## config.mk

```make
export PLATFORM = sky130hd
export DESIGN_NAME = clock_gate_controller_flat
export DESIGN_NICKNAME = d
export VERILOG_FILES = /design/src/rtl/clock_gate_controller_if.sv /design/src/rtl/clock_gate_controller.sv /design/src/flat_wrapper.sv
export SDC_FILE = /design/constraint.sdc
export NUM_CORES = 1
export LEC_CHECK = 0
export CAP_MARGIN = 25
export CORE_MARGIN = 1.5
export CORE_UTILIZATION = 43
export DETAILED_ROUTE_END_ITERATION = 8
export PLACE_DENSITY_LB_ADDON = 0.08
export RECOVER_POWER = 100
export SLEW_MARGIN = 5
export SYNTH_ARGS = -nofsm -noshare
export SYNTH_HDL_FRONTEND = slang
export SYNTH_SLANG_ARGS = --single-unit
export TNS_END_PERCENT = 1
```

## constraint.sdc

```tcl
create_clock -name control_clock -period 3.6 [get_ports control_clock]
set_clock_uncertainty 0.15 [all_clocks]
set_input_delay 0.36 -clock control_clock [delete_from_list [all_inputs] [get_ports control_clock]]
set_output_delay 0.36 -clock control_clock [all_outputs]
set_load 0.01 [all_outputs]
```

## src/rtl/clock_gate_controller_if.sv

```systemverilog
// Control/status bundle between the run sequencer and the compute clock gate.
// The master side drives run requests and stall requests; the slave side reports gating status.
interface clock_gate_controller_if #(
    parameter int NUM_SOURCES = 2,
    parameter int COUNT_W     = 48
) ();
    logic                   locked;
    logic                   start;
    logic [COUNT_W-1:0]     cycle_limit;
    logic                   abort;
    logic [NUM_SOURCES-1:0] stall_req;
    logic [NUM_SOURCES-1:0] stall_ack;
    logic                   compute_clock_en;
    logic                   busy;
    logic                   done;
    logic [COUNT_W-1:0]     cycle_count;

    modport master (
        output locked, start, cycle_limit, abort, stall_req,
        input  stall_ack, compute_clock_en, busy, done, cycle_count
    );

    modport slave (
        input  locked, start, cycle_limit, abort, stall_req,
        output stall_ack, compute_clock_en, busy, done, cycle_count
    );
endinterface

```

## src/rtl/clock_gate_controller.sv

```systemverilog
// Runs the compute clock for a programmed number of enabled cycles.
// Supports per-source stall handshakes, abort, and PLL-lock gating.
module clock_gate_controller #(
    parameter int NUM_SOURCES = 2,
    parameter int COUNT_W     = 48
) (
    input  logic                    control_clock,
    input  logic                    sync_rst_n,
    clock_gate_controller_if.slave  bus
);
    typedef enum logic [1:0] {IDLE, RUN, STALL, FINISH} state_t;

    state_t                 state_q;
    state_t                 state_d;
    logic [COUNT_W-1:0]     limit_q;
    logic [COUNT_W-1:0]     count_q;
    logic                   en_q;
    logic                   busy_q;
    logic                   done_q;
    logic [NUM_SOURCES-1:0] ack_q;
    logic                   accept;
    logic                   halt;
    logic                   limit_hit;
    logic                   any_req;

    // Losing PLL lock mid-run is handled exactly like an abort.
    assign halt      = bus.abort || !bus.locked;
    assign limit_hit = (count_q + COUNT_W'(1)) == limit_q;
    assign any_req   = |bus.stall_req;

    always_comb begin
        state_d = state_q;
        accept  = 1'b0;
        case (state_q)
            IDLE: begin
                if (bus.start && bus.locked) begin
                    accept = 1'b1;
                    if (bus.cycle_limit == '0) begin
                        state_d = FINISH;
                    end else if (any_req) begin
                        state_d = STALL;
                    end else begin
                        state_d = RUN;
                    end
                end
            end
            RUN: begin
                if (halt || limit_hit) begin
                    state_d = FINISH;
                end else if (any_req) begin
                    state_d = STALL;
                end
            end
            STALL: begin
                // Resume only once every requester has released and seen its ack drop.
                if (halt) begin
                    state_d = FINISH;
                end else if (!any_req && (ack_q == '0)) begin
                    state_d = RUN;
                end
            end
            FINISH:  state_d = IDLE;
            default: state_d = IDLE;
        endcase
    end

    always_ff @(posedge control_clock or negedge sync_rst_n) begin
        if (!sync_rst_n) begin
            state_q <= IDLE;
            en_q    <= 1'b0;
            busy_q  <= 1'b0;
            done_q  <= 1'b0;
            ack_q   <= '0;
            limit_q <= '0;
            count_q <= '0;
        end else begin
            state_q <= state_d;
            en_q    <= (state_d == RUN);
            busy_q  <= (state_d != IDLE);
            done_q  <= (state_d == FINISH);
            ack_q   <= bus.stall_req & {NUM_SOURCES{!en_q && (state_q != RUN)}};
            if (accept) begin
                limit_q <= bus.cycle_limit;
                count_q <= '0;
            end else if (en_q) begin
                count_q <= count_q + COUNT_W'(1);
            end
        end
    end

    assign bus.compute_clock_en = en_q;
    assign bus.busy             = busy_q;
    assign bus.done             = done_q;
    assign bus.stall_ack        = ack_q;
    assign bus.cycle_count      = count_q;
endmodule
```

## src/flat_wrapper.sv

```systemverilog
// flat-port wrapper written by rule: the top's interface ports become plain ports
module clock_gate_controller_flat 
#(
    parameter int NUM_SOURCES = 2,
    parameter int COUNT_W     = 48
)
  (control_clock, sync_rst_n, bus_locked, bus_start, bus_cycle_limit, bus_abort, bus_stall_req, bus_stall_ack, bus_compute_clock_en, bus_busy, bus_done, bus_cycle_count);
  clock_gate_controller_if #(.NUM_SOURCES(NUM_SOURCES), .COUNT_W(COUNT_W)) bus_i ();
  input  logic control_clock;
  input  logic sync_rst_n;
  input wire logic [$bits(bus_i.locked)-1:0] bus_locked;
  input wire logic [$bits(bus_i.start)-1:0] bus_start;
  input wire logic [$bits(bus_i.cycle_limit)-1:0] bus_cycle_limit;
  input wire logic [$bits(bus_i.abort)-1:0] bus_abort;
  input wire logic [$bits(bus_i.stall_req)-1:0] bus_stall_req;
  output wire logic [$bits(bus_i.stall_ack)-1:0] bus_stall_ack;
  output wire logic [$bits(bus_i.compute_clock_en)-1:0] bus_compute_clock_en;
  output wire logic [$bits(bus_i.busy)-1:0] bus_busy;
  output wire logic [$bits(bus_i.done)-1:0] bus_done;
  output wire logic [$bits(bus_i.cycle_count)-1:0] bus_cycle_count;
  assign bus_i.locked = bus_locked;
  assign bus_i.start = bus_start;
  assign bus_i.cycle_limit = bus_cycle_limit;
  assign bus_i.abort = bus_abort;
  assign bus_i.stall_req = bus_stall_req;
  assign bus_stall_ack = bus_i.stall_ack;
  assign bus_compute_clock_en = bus_i.compute_clock_en;
  assign bus_busy = bus_i.busy;
  assign bus_done = bus_i.done;
  assign bus_cycle_count = bus_i.cycle_count;
  clock_gate_controller #(.NUM_SOURCES(NUM_SOURCES), .COUNT_W(COUNT_W)) u_core (.control_clock(control_clock), .sync_rst_n(sync_rst_n), .bus(bus_i));
endmodule
```

==> impl_metrics.csv <==
group,metric,value,unit
run_status,status,"complete, no violations",
sta,rsz0062_at_grt,"no",
clock_tree,cts.path.max_buffers,2,
grt,grt_first_pass_wirelength,33600,um
sta,holdWs,379,ps
hold_path,hold_class,"reg2reg",
worst_setup_path,worstPathArrival,3540,ps
synthesis,yosysWarningCount,0,
pwr,p_leak,0.00327,uW
synthesis,yosysTopAreaCellShare,40.1,%
pwr,powerDensity,606,mW/mm^2
die,io_pins,108,
sta,setup_viol,0,
pwr,comb_power_share,40.7,%
worst_setup_path,critPathTopFamily,"simple AND/OR/NAND/NOR gates",
synthesis,synthArstFlopShare,100,%
hold_path,min_from,"u_core.limit_q[25]",
worst_setup_path,critPathKind,"reg2reg",
synthesis,ys.flop_type,"dfrtp_1",
die,fp.dieArea,0.0157,sq mm
grt,track_usage,27.6,%
clock_tree,cts_made_buffers,9,
sta,relSlewSlack,5.80,%
synthesis,yosysUniqueCellTypes,55,
routing,ant_nets,0,
worst_setup_path,rr_worst_depth,9,
cells_and_area,n_antenna_cell,0,
placed_design,post-place-ws,167,ps
worst_setup_path,cp_max_fo,13,
die,chipWidth,125,um
synthesis,synth_seq_cells,103,
routing,dr_total_vias,5867,
clock_tree,root_buffer,"clkbuf_16",
die,initial_core_util,44.1,%
grt,grt_pass1_vias,5777,
die,die_h,125,um
clock_tree,tritoncts,"yes",
cells_and_area,layout.cells.non_filler,986,
clock_tree,path_clk_slew,70,ps
synthesis,yosysTopAreaCell,"dfrtp_1",
worst_setup_path,worstReg2RegEnd,"u_core.bus.compute_clock_en",
die,core,0.0146,sq mm
worst_setup_path,crit_required,3690,ps
routing,drt-initial-drc-count,530,
placed_design,dpl.hpwl,16600,um
die,num_rows,44,
routing,drc,0,
grt,grt_overflow,0,
sta,fmax,0.291,GHz
run,drv_cap,0,
worst_setup_path,reg2reg_from,"u_core.bus.cycle_count[4]",
pwr,power_frac_clock,18.6,%
synthesis,netlist_area,0.00643,sq mm
worst_setup_path,path_buf_inv,1,
sta,fin_tns_setup,0,ps
synthesis,avgSynthCellArea,9.45,sq um
cells_and_area,fillerInstances,1339,
synthesis,synth_cells,680,
sta,fin_crit_sh,95.6,%
pwr,seqPwrFrac,40.6,%
cells_and_area,drive_above_1_share,14.5,%
pwr,p_sw_share,38.5,%
clock_tree,cts_setup_buffers,0,
routing,dr.pass1.iters,5,
grt,antenna_found_initial,0,
clock_tree,clkSinkCount,103,
cells_and_area,area_growth,26.6,%
sta,drv_slew,0,
routing,viasPerCell,5.95,
worst_setup_path,path_cells,"nand2_1 -> nor3_2 -> buf_4 -> a21oi_1 -> or3b_1 -> nor4_1 -> nand4_1 -> or4b_1 -> and3_1",
placed_design,port_buffers,107,
pwr,p_int,3040,uW
placed_design,gp_congestion,0.949,
synthesis,syn-num-nets,736,
hold_path,hold_path_end,"u_core.limit_q[25]",
pwr,irDropWorstVdd,284,uV
routing,drt-total-wl,21500,um
worst_setup_path,cp_slowest_cell,"dfrtp_1",
clock_tree,clkLatencyLatePin,350,ps
synthesis,yosysMostFrequentCell,"dfrtp_1",
worst_setup_path,max_stage_delay,620,ps
grt,grt_max_degree,55,
synthesis,yosys-top-cells-area,"dfrtp_1 40%, xnor2_1 8.9%, mux2_2 8.6%",
cells_and_area,nets,854,
clock_tree,cts_max_level,3,
sta,period_needed,3440,ps
synthesis,synthTopCellsByCount,"103 x dfrtp_1, 65 x xnor2_1, 61 x nor2_1",
worst_setup_path,rrSetupSlack,160,ps
worst_setup_path,start_kind,"register",
sta,hold_viol,0,
sta,setup_slack,158,ps
placed_design,dp.cells,970,
worst_setup_path,end_kind,"register",
sta,worst_slew_pin_slew,1410,ps
synthesis,synth_edf_count,0,
pwr,switching_power,1900,uW
hold_path,holdPathStages,1,
routing,wl_per_cell,21.8,um
synthesis,ys_seq_area_share,40.1,%
logic make-up after synthesis:
kind of cell	after synthesis	synth area share [%]
adder cells (fa/ha/maj)	1	0.195
multiplexers	54	9.36
XOR/XNOR	107	14.6
flip-flops	103	40.1
AND/OR/NAND/NOR	311	27.5
AO/OA/AOI/OAI	52	5.00
buffers and inverters	52	3.25
through the flow:
step | cell area, sq um | utilization (%) | power [uW]
2_1_floorplan | 6430 | - | 3200
3_3_place_gp | 7920 | 54.3 | 4040
3_5_place_dp | 7920 | 54.3 | 4070
4_1_cts | 8200 | 56.2 | 5010
5_1_grt | 8130 | 55.8 | 5190
6_report | 8130 | 55.8 | 4930
layout by cell type, fill, tap and decap left out, types with 36 or more instances in the layout:
cell type        synthesis  routed
dfrtp_1                103     103
xnor2_1                 65      65
nor2_1                  61      61
clkdlybuf4s50_1          0      57
dlygate4sd3_1            0      50
mux2_2                  49      49
xor2_1                  42      42
nor4_1                  42      40
nand4_1                 39      39
buf_4                    1      36
metal layers:
layer	part of all wire [%]	up-vias	track usage [%]
met5	0	-	0
met4	1.5	0	6.75
met3	5.5	27	4.11
met2	45	218	43.1
met1	48	2910	40.5
li1	-	2712	-
sequential cells by signal, summed over array words and instances (netlist names):
| register | flops |
|---|---|
| u_core.bus.cycle_count | 48 |
| u_core.bus.busy | 1 |
| u_core.limit_q | 48 |
| u_core.state_q | 2 |
| u_core.bus.stall_ack | 2 |
| u_core.bus.compute_clock_en | 1 |
| u_core.bus.done | 1 |
cell type report:
type | instances | area, sq um | area share, %
clock buffers | 10 | 229 | 2.81
flip-flops and latches | 103 | 2580 | 31.7
inverters | 6 | 22.5 | 0.277
clock inverters | 5 | 36.3 | 0.446
well taps | 184 | 230 | 2.83
multi-input cells | 525 | 3650 | 44.9
repair buffers | 153 | 1380 | 17.0
power by group through the flow:
stage / Clock (uW) / Combinational [uW] / Sequential [uW]
after floorplan: 0 / 1310 / 1890
after global placement: 0 / 2040 / 2000
after detailed placement: 0 / 2050 / 2020
after CTS: 937 / 2070 / 2010
after global routing: 974 / 2170 / 2050
final: 919 / 2010 / 2000
how the worst max path moves through the flow:
stage	cells past startpoint	endpoint	start	slack, ps
5_1_grt	9	u_core.bus.compute_clock_en	u_core.bus.cycle_count[6]	30
4_1_cts	9	u_core.bus.compute_clock_en	u_core.bus.cycle_count[0]	150
6_report	9	u_core.bus.compute_clock_en	u_core.bus.cycle_count[4]	160
2_1_floorplan	9	u_core.bus.compute_clock_en	u_core.bus.cycle_count[0]	430
3_3_place_gp	9	u_core.bus.compute_clock_en	u_core.bus.cycle_count[11]	220
3_5_place_dp	9	u_core.bus.compute_clock_en	u_core.bus.cycle_count[11]	170
what timing repair did:
action                                  4_1_cts  5_1_grt
gates resized for setup                       0        3
hold endpoints to repair                     49        0
endpoints found under the setup margin        0        1
hold buffers                                  1        0
(Power assumes the default switching activity.)
